==> src/rtl/laser_pkg.sv <==
// ----------------------------------------------------------------------------
// laser_pkg
// Shared constants and types for the LASER host driver/scorer.
//   NUM_POINTS : size of the target point set
//   COORD_W    : width of one coordinate
//   RADIUS_SQ  : squared radius of the coverage disc
//   state_t    : host sequencer states
//   pt_t       : one stored point, packed as {y, x}
// ----------------------------------------------------------------------------
package laser_pkg;

    localparam int NUM_POINTS = 40;
    localparam int COORD_W    = 4;
    localparam int RADIUS_SQ  = 16;
    localparam int ADDR_W     = 6;
    localparam int SCORE_W    = 6;

    localparam logic [ADDR_W-1:0] LAST_IDX  = ADDR_W'(NUM_POINTS - 1);
    localparam logic [ADDR_W-1:0] NUM_PTS_A = ADDR_W'(NUM_POINTS);

    typedef enum logic [1:0] {
        IDLE   = 2'd0,
        STREAM = 2'd1,
        WAIT   = 2'd2,
        SCORE  = 2'd3
    } state_t;

    typedef struct packed {
        logic [COORD_W-1:0] y;
        logic [COORD_W-1:0] x;
    } pt_t;

endpackage

==> src/rtl/laser_disc_hit.sv <==
// ----------------------------------------------------------------------------
// laser_disc_hit
// Purely combinational disc test: a point hits when dx^2 + dy^2 <= RADIUS_SQ
// relative to the given centre. Distances are unsigned 4-bit magnitudes,
// squares are 8-bit, the sum is kept in 9 bits so it cannot wrap.
//   i_cx, i_cy : circle centre
//   i_px, i_py : point under test
//   o_hit      : point lies inside or on the disc
// ----------------------------------------------------------------------------
module laser_disc_hit
    import laser_pkg::*;
(
    input  logic [COORD_W-1:0] i_cx,
    input  logic [COORD_W-1:0] i_cy,
    input  logic [COORD_W-1:0] i_px,
    input  logic [COORD_W-1:0] i_py,
    output logic               o_hit
);

    logic [COORD_W-1:0]   w_dx;
    logic [COORD_W-1:0]   w_dy;
    logic [2*COORD_W-1:0] w_dx_sq;
    logic [2*COORD_W-1:0] w_dy_sq;
    logic [2*COORD_W:0]   w_sum;

    assign w_dx    = (i_px >= i_cx) ? (i_px - i_cx) : (i_cx - i_px);
    assign w_dy    = (i_py >= i_cy) ? (i_py - i_cy) : (i_cy - i_py);
    assign w_dx_sq = {{COORD_W{1'b0}}, w_dx} * {{COORD_W{1'b0}}, w_dx};
    assign w_dy_sq = {{COORD_W{1'b0}}, w_dy} * {{COORD_W{1'b0}}, w_dy};
    assign w_sum   = {1'b0, w_dx_sq} + {1'b0, w_dy_sq};
    assign o_hit   = (w_sum <= (2*COORD_W+1)'(RADIUS_SQ));

endmodule

==> src/rtl/laser_host.sv <==
// ----------------------------------------------------------------------------
// laser_host
// Host-side driver and scorer for the LASER dual-circle coverage engine.
// Holds the 40-point target set, streams it to the engine one point per
// clock after releasing the engine reset, waits for DONE (bounded by
// TIMEOUT_CYCLES), captures both centres and re-scores them against the
// stored points, reporting with a one-cycle res_valid pulse.
//   CLK, RST                 : clock, asynchronous active-high reset
//   wr_en/wr_addr/wr_x/wr_y  : point write port (idle only, addr < 40)
//   start                    : run request (idle only)
//   LRST, X, Y               : engine reset and point stream (registered)
//   C1X..C2Y, DONE           : engine result
//   busy                     : sequencer not idle
//   res_valid/res_score/res_timeout/res_c1x..res_c2y : result
// ----------------------------------------------------------------------------
module laser_host
    import laser_pkg::*;
#(
    parameter int unsigned TIMEOUT_CYCLES = 65535
)(
    input  logic               CLK,
    input  logic               RST,
    input  logic               wr_en,
    input  logic [ADDR_W-1:0]  wr_addr,
    input  logic [COORD_W-1:0] wr_x,
    input  logic [COORD_W-1:0] wr_y,
    input  logic               start,
    output logic               LRST,
    output logic [COORD_W-1:0] X,
    output logic [COORD_W-1:0] Y,
    input  logic [COORD_W-1:0] C1X,
    input  logic [COORD_W-1:0] C1Y,
    input  logic [COORD_W-1:0] C2X,
    input  logic [COORD_W-1:0] C2Y,
    input  logic               DONE,
    output logic               busy,
    output logic               res_valid,
    output logic [SCORE_W-1:0] res_score,
    output logic               res_timeout,
    output logic [COORD_W-1:0] res_c1x,
    output logic [COORD_W-1:0] res_c1y,
    output logic [COORD_W-1:0] res_c2x,
    output logic [COORD_W-1:0] res_c2y
);

    localparam logic [15:0] TMO_LAST = 16'(TIMEOUT_CYCLES - 1);

    state_t              r_state;
    state_t              w_next;

    pt_t                 r_pts [NUM_POINTS];
    logic [ADDR_W-1:0]   r_idx;
    logic [15:0]         r_tmo;
    logic [SCORE_W-1:0]  r_acc;

    logic                r_lrst;
    pt_t                 r_out_pt;
    logic                r_valid;
    logic                r_timeout;
    logic [SCORE_W-1:0]  r_score;
    logic [COORD_W-1:0]  r_c1x, r_c1y, r_c2x, r_c2y;

    logic                w_wr_ok;
    logic                w_last;
    logic                w_tmo_hit;
    pt_t                 w_pt0;
    pt_t                 w_pt_next;
    pt_t                 w_pt_cur;
    logic                w_hit1, w_hit2, w_hit;

    // Sequencer control decodes.
    logic                w_busy;
    logic                w_launch;
    logic                w_step;
    logic                w_stream_end;
    logic                w_capture;
    logic                w_abort;
    logic                w_finish;

    assign w_wr_ok   = wr_en && (r_state == IDLE) && (wr_addr < NUM_PTS_A);
    assign w_last    = (r_idx == LAST_IDX);
    assign w_tmo_hit = (r_tmo == TMO_LAST);

    // A write to entry 0 in the launch cycle lands in the same edge that
    // loads X/Y, so forward the incoming value instead of the stale entry.
    assign w_pt0     = (w_wr_ok && (wr_addr == '0)) ? pt_t'{y: wr_y, x: wr_x}
                                                    : r_pts[0];
    assign w_pt_next = r_pts[r_idx + ADDR_W'(1)];
    assign w_pt_cur  = r_pts[r_idx];

    laser_disc_hit u_hit_c1 (
        .i_cx  (r_c1x),
        .i_cy  (r_c1y),
        .i_px  (w_pt_cur.x),
        .i_py  (w_pt_cur.y),
        .o_hit (w_hit1)
    );

    laser_disc_hit u_hit_c2 (
        .i_cx  (r_c2x),
        .i_cy  (r_c2y),
        .i_px  (w_pt_cur.x),
        .i_py  (w_pt_cur.y),
        .o_hit (w_hit2)
    );

    assign w_hit = w_hit1 | w_hit2;

    // ------------------------------------------------------------------
    // FSM: state register
    // ------------------------------------------------------------------
    // NOTE: sequential state uses non-blocking assignments so every
    // register samples pre-edge values regardless of statement order.
    always_ff @(posedge CLK or posedge RST) begin
        if (RST) r_state <= IDLE;
        else     r_state <= w_next;
    end

    // ------------------------------------------------------------------
    // FSM: next-state logic
    // ------------------------------------------------------------------
    // NOTE: w_next is defaulted before the case so no path leaves it
    // unassigned, which would otherwise infer a latch.
    always_comb begin
        w_next = r_state;
        case (r_state)
            IDLE:    if (start)  w_next = STREAM;
            STREAM:  if (w_last) w_next = WAIT;
            WAIT: begin
                if (DONE)           w_next = SCORE;
                else if (w_tmo_hit) w_next = IDLE;
            end
            SCORE:   if (w_last) w_next = IDLE;
            default: w_next = IDLE;
        endcase
    end

    // ------------------------------------------------------------------
    // FSM: output / control decode
    // ------------------------------------------------------------------
    always_comb begin
        w_busy       = 1'b0;
        w_launch     = 1'b0;
        w_step       = 1'b0;
        w_stream_end = 1'b0;
        w_capture    = 1'b0;
        w_abort      = 1'b0;
        w_finish     = 1'b0;
        case (r_state)
            IDLE:   w_launch = start;
            STREAM: begin
                w_busy       = 1'b1;
                w_step       = !w_last;
                w_stream_end = w_last;
            end
            WAIT: begin
                w_busy    = 1'b1;
                w_capture = DONE;
                w_abort   = !DONE && w_tmo_hit;
            end
            SCORE: begin
                w_busy   = 1'b1;
                w_finish = w_last;
            end
            default: ;
        endcase
    end

    // ------------------------------------------------------------------
    // Point memory
    // ------------------------------------------------------------------
    // NOTE: the point file is deliberately reset so a run after RST always
    // streams zeros; this keeps it out of RAM macros, acceptable at 40x8.
    always_ff @(posedge CLK or posedge RST) begin
        if (RST) begin
            for (int i = 0; i < NUM_POINTS; i++) r_pts[i] <= '0;
        end else if (w_wr_ok) begin
            r_pts[wr_addr] <= pt_t'{y: wr_y, x: wr_x};
        end
    end

    // ------------------------------------------------------------------
    // Datapath: stream index, timeout counter, scoring, result registers
    // ------------------------------------------------------------------
    always_ff @(posedge CLK or posedge RST) begin
        if (RST) begin
            r_idx     <= '0;
            r_tmo     <= '0;
            r_acc     <= '0;
            r_lrst    <= 1'b1;
            r_out_pt  <= '0;
            r_valid   <= 1'b0;
            r_timeout <= 1'b0;
            r_score   <= '0;
            r_c1x     <= '0;
            r_c1y     <= '0;
            r_c2x     <= '0;
            r_c2y     <= '0;
        end else begin
            // Engine held in reset whenever the sequencer is (about to be)
            // idle, so a stale DONE never survives into the next run.
            r_lrst    <= (w_next == IDLE);
            r_valid   <= 1'b0;
            r_timeout <= 1'b0;

            if (w_launch) begin
                r_idx    <= '0;
                r_out_pt <= w_pt0;
            end

            if (w_step) begin
                r_idx    <= r_idx + ADDR_W'(1);
                r_out_pt <= w_pt_next;
            end

            if (w_stream_end) r_tmo <= '0;
            if (r_state == WAIT) r_tmo <= r_tmo + 16'd1;

            if (w_capture) begin
                r_c1x <= C1X;
                r_c1y <= C1Y;
                r_c2x <= C2X;
                r_c2y <= C2Y;
                r_acc <= '0;
                r_idx <= '0;
            end

            if (w_abort) begin
                r_valid   <= 1'b1;
                r_timeout <= 1'b1;
                r_score   <= '0;
            end

            if (r_state == SCORE) begin
                r_idx <= r_idx + ADDR_W'(1);
                r_acc <= r_acc + SCORE_W'(w_hit);
            end

            if (w_finish) begin
                r_score <= r_acc + SCORE_W'(w_hit);
                r_valid <= 1'b1;
            end
        end
    end

    assign LRST        = r_lrst;
    assign X           = r_out_pt.x;
    assign Y           = r_out_pt.y;
    assign busy        = w_busy;
    assign res_valid   = r_valid;
    assign res_timeout = r_timeout;
    assign res_score   = r_score;
    assign res_c1x     = r_c1x;
    assign res_c1y     = r_c1y;
    assign res_c2x     = r_c2x;
    assign res_c2y     = r_c2y;

endmodule

==> config.mk <==
export PLATFORM = sky130hd
export DESIGN_NAME = laser_host
export DESIGN_NICKNAME = d
export VERILOG_FILES = /design/src/rtl/laser_pkg.sv /design/src/rtl/laser_disc_hit.sv /design/src/rtl/laser_host.sv
export SDC_FILE = /design/constraint.sdc
export NUM_CORES = 1
export LEC_CHECK = 0
export BUFFER_PORTS_ARGS = -buffer_cell sky130_fd_sc_hd__buf_2
export CAP_MARGIN = 20
export CORE_MARGIN = 4
export CORE_UTILIZATION = 46
export DETAILED_ROUTE_END_ITERATION = 6
export GPL_TIMING_DRIVEN = 0
export HOLD_SLACK_MARGIN = 0.1
export PLACE_DENSITY = 0.69
export SLEW_MARGIN = 20
export SYNTH_ARGS = -nofsm -noshare
export SYNTH_HDL_FRONTEND = slang
export SYNTH_SLANG_ARGS = --single-unit
==> constraint.sdc <==
create_clock -name CLK -period 31.4 [get_ports CLK]
set_input_delay 3.14 -clock CLK [delete_from_list [all_inputs] [get_ports CLK]]
set_output_delay 3.14 -clock CLK [all_outputs]
set_load 0.01 [all_outputs]
* Word level (Yosys, flattened, before mapping)
Index checks and enable logic that the tools add are counted.
** Word-level totals
- Register bits after elaboration :: 383
- Input port bits :: 35
- Output and inout port bits :: 34
- Word-level logic and storage cells :: 188
** Cells by class
- Add/subtract/negate cells :: 13
- Multiply operators :: 4
- Magnitude comparators :: 11
- Equality and inequality tests :: 5
- Muxes and demuxes :: 41
- Bitwise logic cells :: 4
- Reductions and logical operators :: 16
** Operators by type and width (number)
- 320-bit bitwise mux :: 1
- 8-bit binary-select mux with 6-bit select :: 2
- 8-bit 2-to-1 mux :: 8
- 8-bit demux with 6-bit select :: 1
- 6-bit 2-to-1 mux :: 8
- 4-bit by 4-bit multiplier with 8-bit output :: 4
- 16-bit 2-to-1 mux :: 2
- 4-bit subtractor :: 8
- 7-bit >= comparator (second input constant) :: 3
- 6-bit NOT with 7-bit output :: 3
- 8-bit by 8-bit adder with 9-bit output :: 2
- 9-bit by 5-bit <= comparator with 1-bit output (second input constant) :: 2
- 16-bit by 1-bit adder with 16-bit output (second input constant) :: 1
- 16-bit equality test (second input constant) :: 1
- 4-bit >= comparator :: 4
- 4-bit 2-to-1 mux :: 4
- 2-bit 2-to-1 mux :: 5
- 1-bit 2-to-1 mux :: 9
- 2-bit one-hot mux with 4 select lines :: 1
- 2-bit nonzero test :: 4
- 7-bit by 1-bit < comparator with 1-bit output (second input constant) :: 1
- 6-bit by 1-bit adder with 6-bit output :: 1
- 6-bit by 1-bit adder with 6-bit output (second input constant) :: 1
- 6-bit equality test (second input constant) :: 1
- other kinds (10) :: 17

* Depth between registers and ports, before layout
- Depth after elaboration :: 12
- Depth in mapped cells :: 37
- Depth with buffers taken out :: 34

* By module
From an unflattened synthesis, not the netlist that was laid out.
** Second synthesis, totals
- Cells, all modules :: 1739
- Area total of the unflattened synthesis :: 22924.5 um2
** By module, submodules not included
- laser_host :: instances 1, cells each 1419, area an instance 20274.4 um2
- laser_disc_hit at u_hit_c2 :: instances 1, cells each 164, area an instance 1360.1 um2
- laser_disc_hit at u_hit_c1 :: instances 1, cells each 156, area an instance 1290.0 um2

* Worst setup path after synthesis
OpenSTA, ideal clock, no wires.
- Kind :: register to register
- Start point :: register r_idx[0]
- End point :: register r_score[4] (netlist: res_score[4])
- Library setup time :: 0.135 ns
- Arrival time :: 7.745 ns
- Slack :: 23.521 ns
- Cell stages (with the launch flop) :: 31
- Path buffers :: 2
- Cell sequence :: dfrtp_1 buf_6 buf_2 mux4_2 mux4_2 nand2b_1 mux2_2 ha_1 inv_1 fa_1 a21o_1 a21o_1 a21oi_1 mux2i_1 xnor2_1 or2_2 fa_1 fa_1 fa_1 inv_1 fa_1 ha_1 inv_1 fa_1 a31oi_1 o41ai_1 ha_1 ha_1 nand3_1 xor2_1 o22ai_1
** On the way
- Longest elaborated chain between the ends :: 12
- Elaborated cells between the ends (all ways) :: 34
- Those cells by class :: 11 x add/sub; 4 x mul; 6 x order compare; 1 x eq/ne; 9 x mux; 2 x bitwise; 1 x reduce/logical
** Ends and longest elaborated chain
- start, declared :: line laser_host.sv:52 : logic [ADDR_W-1:0] r_idx;
- start signal, assigned :: line laser_host.sv:212 : r_idx <= r_idx + ADDR_W'(1);
- start signal, assigned :: line laser_host.sv:235 : r_idx <= r_idx + ADDR_W'(1);
- 6-bit NOT with 7-bit output (not written as such) :: line laser_host.sv:89 : assign w_pt_cur = r_pts[r_idx];
- 8-bit binary-select mux with 6-bit select :: line laser_host.sv:89
- 8-bit 2-to-1 mux (not written as such) (2 in series) :: line laser_host.sv:89
- 4-bit subtractor, or another cell as far along :: line laser_disc_hit.sv:26 : assign w_dx = (i_px >= i_cx) ? (i_px - i_cx) : (i_cx - i_px);
- 4-bit 2-to-1 mux (on tied branches) :: line laser_disc_hit.sv:26, laser_disc_hit.sv:27
- 4-bit by 4-bit multiplier with 8-bit output (on tied branches) :: line laser_disc_hit.sv:28, laser_disc_hit.sv:29
- 8-bit by 8-bit adder with 9-bit output :: line laser_disc_hit.sv:30 : assign w_sum = {1'b0, w_dx_sq} + {1'b0, w_dy_sq};
- 9-bit by 5-bit <= comparator with 1-bit output :: line laser_disc_hit.sv:31 : assign o_hit = (w_sum <= (2*COORD_W+1)'(RADIUS_SQ));
- 1-bit OR :: line laser_host.sv:107 : assign w_hit = w_hit1 | w_hit2;
- 6-bit by 1-bit adder with 6-bit output :: line laser_host.sv:240 : r_score <= r_acc + SCORE_W'(w_hit);
- 6-bit 2-to-1 mux :: line laser_host.sv:239 : if (w_finish) begin
- end signal, assigned :: line laser_host.sv:240
- end, declared :: line laser_host.sv:60 : logic [SCORE_W-1:0] r_score;
Several ways; a longest one is shown, not always the timed one. The select of a mux whose other input is x is not followed.
A chain may end at the register's enable or synchronous reset.

* Worst setup path in the final report
- Start point :: register r_idx[1]
- End point :: register r_score[4] (netlist: res_score[4])
The elaborated chain is that of the path after synthesis.

==> results.sh <==
export IMPL_outcome="finished, final reports clean"
export IMPL_ctsResizeCount=0
export IMPL_clkSinkCount=383
export IMPL_grt_pass1_wl_mm=101
export IMPL_max_freq_ghz=0.105
export IMPL_coreArea_sq_um=48800
export IMPL_dp_hpwl_mm=47.7
export IMPL_wl_mm=66.5
export IMPL_dieHeight_um=230
export IMPL_arrival_ns=9.94
export IMPL_period_needed_ns=9.51
export IMPL_drt_iter0_markers=1653
export IMPL_fin_worst_skew_ns=0.0200
export IMPL_boundaryPins=69
export IMPL_multi_input_area_sq_um=12200
export IMPL_cts_max_path_buffers=3
export IMPL_io_buffers=55
export IMPL_synth_area_per_cell_sq_um=13.5
export IMPL_synth_edff_count=0
export IMPL_syn_inst=1675
export IMPL_area_delta_synth_final_pct=11.4
export IMPL_seq_area_sq_um=9590
export IMPL_rows=81
export IMPL_syn_nets=1807
export IMPL_slowest_stage="o41ai_1"
export IMPL_ant_nets=0
export IMPL_clk_pin_slew_worst_paths_ns=0.06
export IMPL_synth_seq_cells=383
export IMPL_yosysTopAreaCellShare=0.421
export IMPL_antenna_found_initial=0
export IMPL_power_mw=1.47
export IMPL_seq_area_frac_synth=0.422
export IMPL_cts_tree="yes"
export IMPL_grt_overflow=0
export IMPL_drive_gt1_frac=0.367
export IMPL_first_global_vias=16100
export IMPL_die_w_um=230
export IMPL_slew_headroom=0.290
export IMPL_cp_required_ns=31.83
export IMPL_vias=15400
export IMPL_grt_start_max_net_pins=106
export IMPL_fin_area_sq_um=25300
export IMPL_synth_ff_type="dfrtp_1"
export IMPL_crit_path_end_kind="register"
export IMPL_fillCellCount=4181
export IMPL_clk_latency_ns=0.58
export IMPL_report_final_slew_viol_count=0
export IMPL_synth_area_top_cells="dfrtp_1, mux4_2, mux2_2"
export IMPL_initial_core_util=0.464
export IMPL_cts_root_buffer="clkbuf_16"
export IMPL_netlist_area_sq_um=22700
export IMPL_final_util=0.517
export IMPL_setup_viol=0
export IMPL_die_area_sq_um=52900
export IMPL_synthArstFlopShare=1.00
export IMPL_hp_class="reg2reg"
export IMPL_route_detailed_drc=0
export IMPL_track_usage=0.252
export IMPL_crit_type="reg2reg"
export IMPL_cts_max_level=2
export IMPL_wl_per_cell_um=26.9
export IMPL_fin_cells=2472
export IMPL_critPathLaunchType="register"
export IMPL_peakVddDrop_v=0.0000450
export IMPL_synth_common_cells="dfrtp_1, mux2_2, mux4_2"
export IMPL_cpMostUsedCell="fa_1"
export IMPL_dpl_cell_area_sq_um=23900
export IMPL_synth_cell_types=66
export IMPL_finalSetupTns_ns=0
export IMPL_crit_fanout=10
export IMPL_vias_per_cell=6.24
export IMPL_yosys_area_top_type="dfrtp_1"
export IMPL_place_gp_congestion=0.907
export IMPL_rsz0062_at_grt="false"
export IMPL_maxCapViolations=0
export IMPL_nNetsFinal=1911
export IMPL_hold_viol=0
export IMPL_yosysWarnings=0
export IMPL_p_per_area_nw_per_um2=58.1
export IMPL_slowest_delay_ns=0.62
export IMPL_post_route_period_util=0.303
export IMPL_cts_made_buffers=44
export IMPL_worst_pin_slew_ns=1.06
export IMPL_dr_pass1_iters=5
export IMPL_yosys_cell_count_top_type="dfrtp_1"
export IMPL_dp_cells=2397
export IMPL_power_leakage_nw=11.7
export IMPL_hold_buffers=0
export IMPL_postCtsSetupRepairBufs=0
export IMPL_antenna_cells=0
critical path: cells and delay by family (launching register included):
| family | cells | cell delay [ns] |
|---|---|---|
| flip-flops | 1 | 0.43 |
| buffers and inverters | 6 | 1.17 |
| adder cells (fa/ha/maj) | 9 | 3.69 |
| AO/OA/AOI/OAI | 8 | 2.29 |
| multiplexers | 3 | 0.92 |
| AND/OR/NAND/NOR | 2 | 0.45 |
| XOR/XNOR | 2 | 0.40 |
cells in the final DEF, fill, tap and decap left out, types with 8 or more instances in the layout:
cell / n
xnor2_1: 11
buf_6: 12
a21oi_1: 38
inv_1: 69
a22oi_1: 16
nor2_2: 17
dfrtp_1: 382
mux2i_1: 46
a21o_1: 19
nand3_1: 25
ha_1: 67
mux2_1: 39
o21ai_0: 33
xor2_1: 11
and3_1: 9
nor2_1: 48
o211ai_1: 11
clkbuf_1: 78
mux2_2: 299
buf_2: 75
nand2_1: 88
nor2b_1: 9
o22ai_1: 14
o41a_1: 8
mux4_2: 163
nand2b_1: 12
clkbuf_16: 45
clkbuf_8: 8
fa_1: 30
registers in the layout, summed over array words and instances (netlist names), 6 cells and up:
name	cells
r_idx	6
r_pts	320
r_acc	6
r_tmo	16
res_score	6
through the flow:
stage / setup slack [ns] / hold WS, ns
after floorplan: 17.62 / 0.437
after global placement: 13.75 / 0.463
after detailed placement: 21.84 / 0.461
after CTS: 21.76 / 0.473
after global routing: 21.26 / 0.489
final: 21.89 / 0.470
logic make-up after synthesis:
family	after synthesis	share of synthesized area
flops	383	0.422
simple gates	257	0.0575
fa+ha+maj	97	0.0634
buf+inv	186	0.0395
xor+xnor	23	0.00921
mux	552	0.356
compound gates	177	0.0523
power by group:
part           switching (mW)  internal [mW]  total [mW]
clock                   0.209          0.298       0.508
combinational           0.282          0.157       0.439
sequential             0.0119          0.509       0.520
total                   0.504          0.964        1.47
area by class of cell:
class | instances | share of cell area
Buffer | 109 | 0.0240
Tap cell | 664 | 0.0329
Clock inverter | 5 | 0.00342
Timing Repair Buffer | 58 | 0.0142
Sequential cell | 383 | 0.379
Multi-Input combinational cell | 1106 | 0.483
Clock buffer | 70 | 0.0514
Inverter | 77 | 0.0117
final timing paths:
path	depth (start not counted)	slack, ns	from	to
setup / recovery	30	21.89	r_idx[1]	res_score[4]
hold / removal	1	0.47	r_tmo[9]	r_tmo[9]
setup reg to reg	30	21.89	r_idx[1]	res_score[4]
hold reg to reg	1	0.47	r_tmo[9]	r_tmo[9]
max in group asynchronous	4	27.37	RST	r_pts[154]
min in group asynchronous	2	2.66	RST	r_tmo[14]
per-layer routing:
layer | part of all wire | GRT usage
met4 | 0.036 | 0.0817
met1 | 0.40 | 0.339
met5 | 0 | 0
met3 | 0.092 | 0.0699
met2 | 0.47 | 0.399
(Power assumes the default switching activity.)
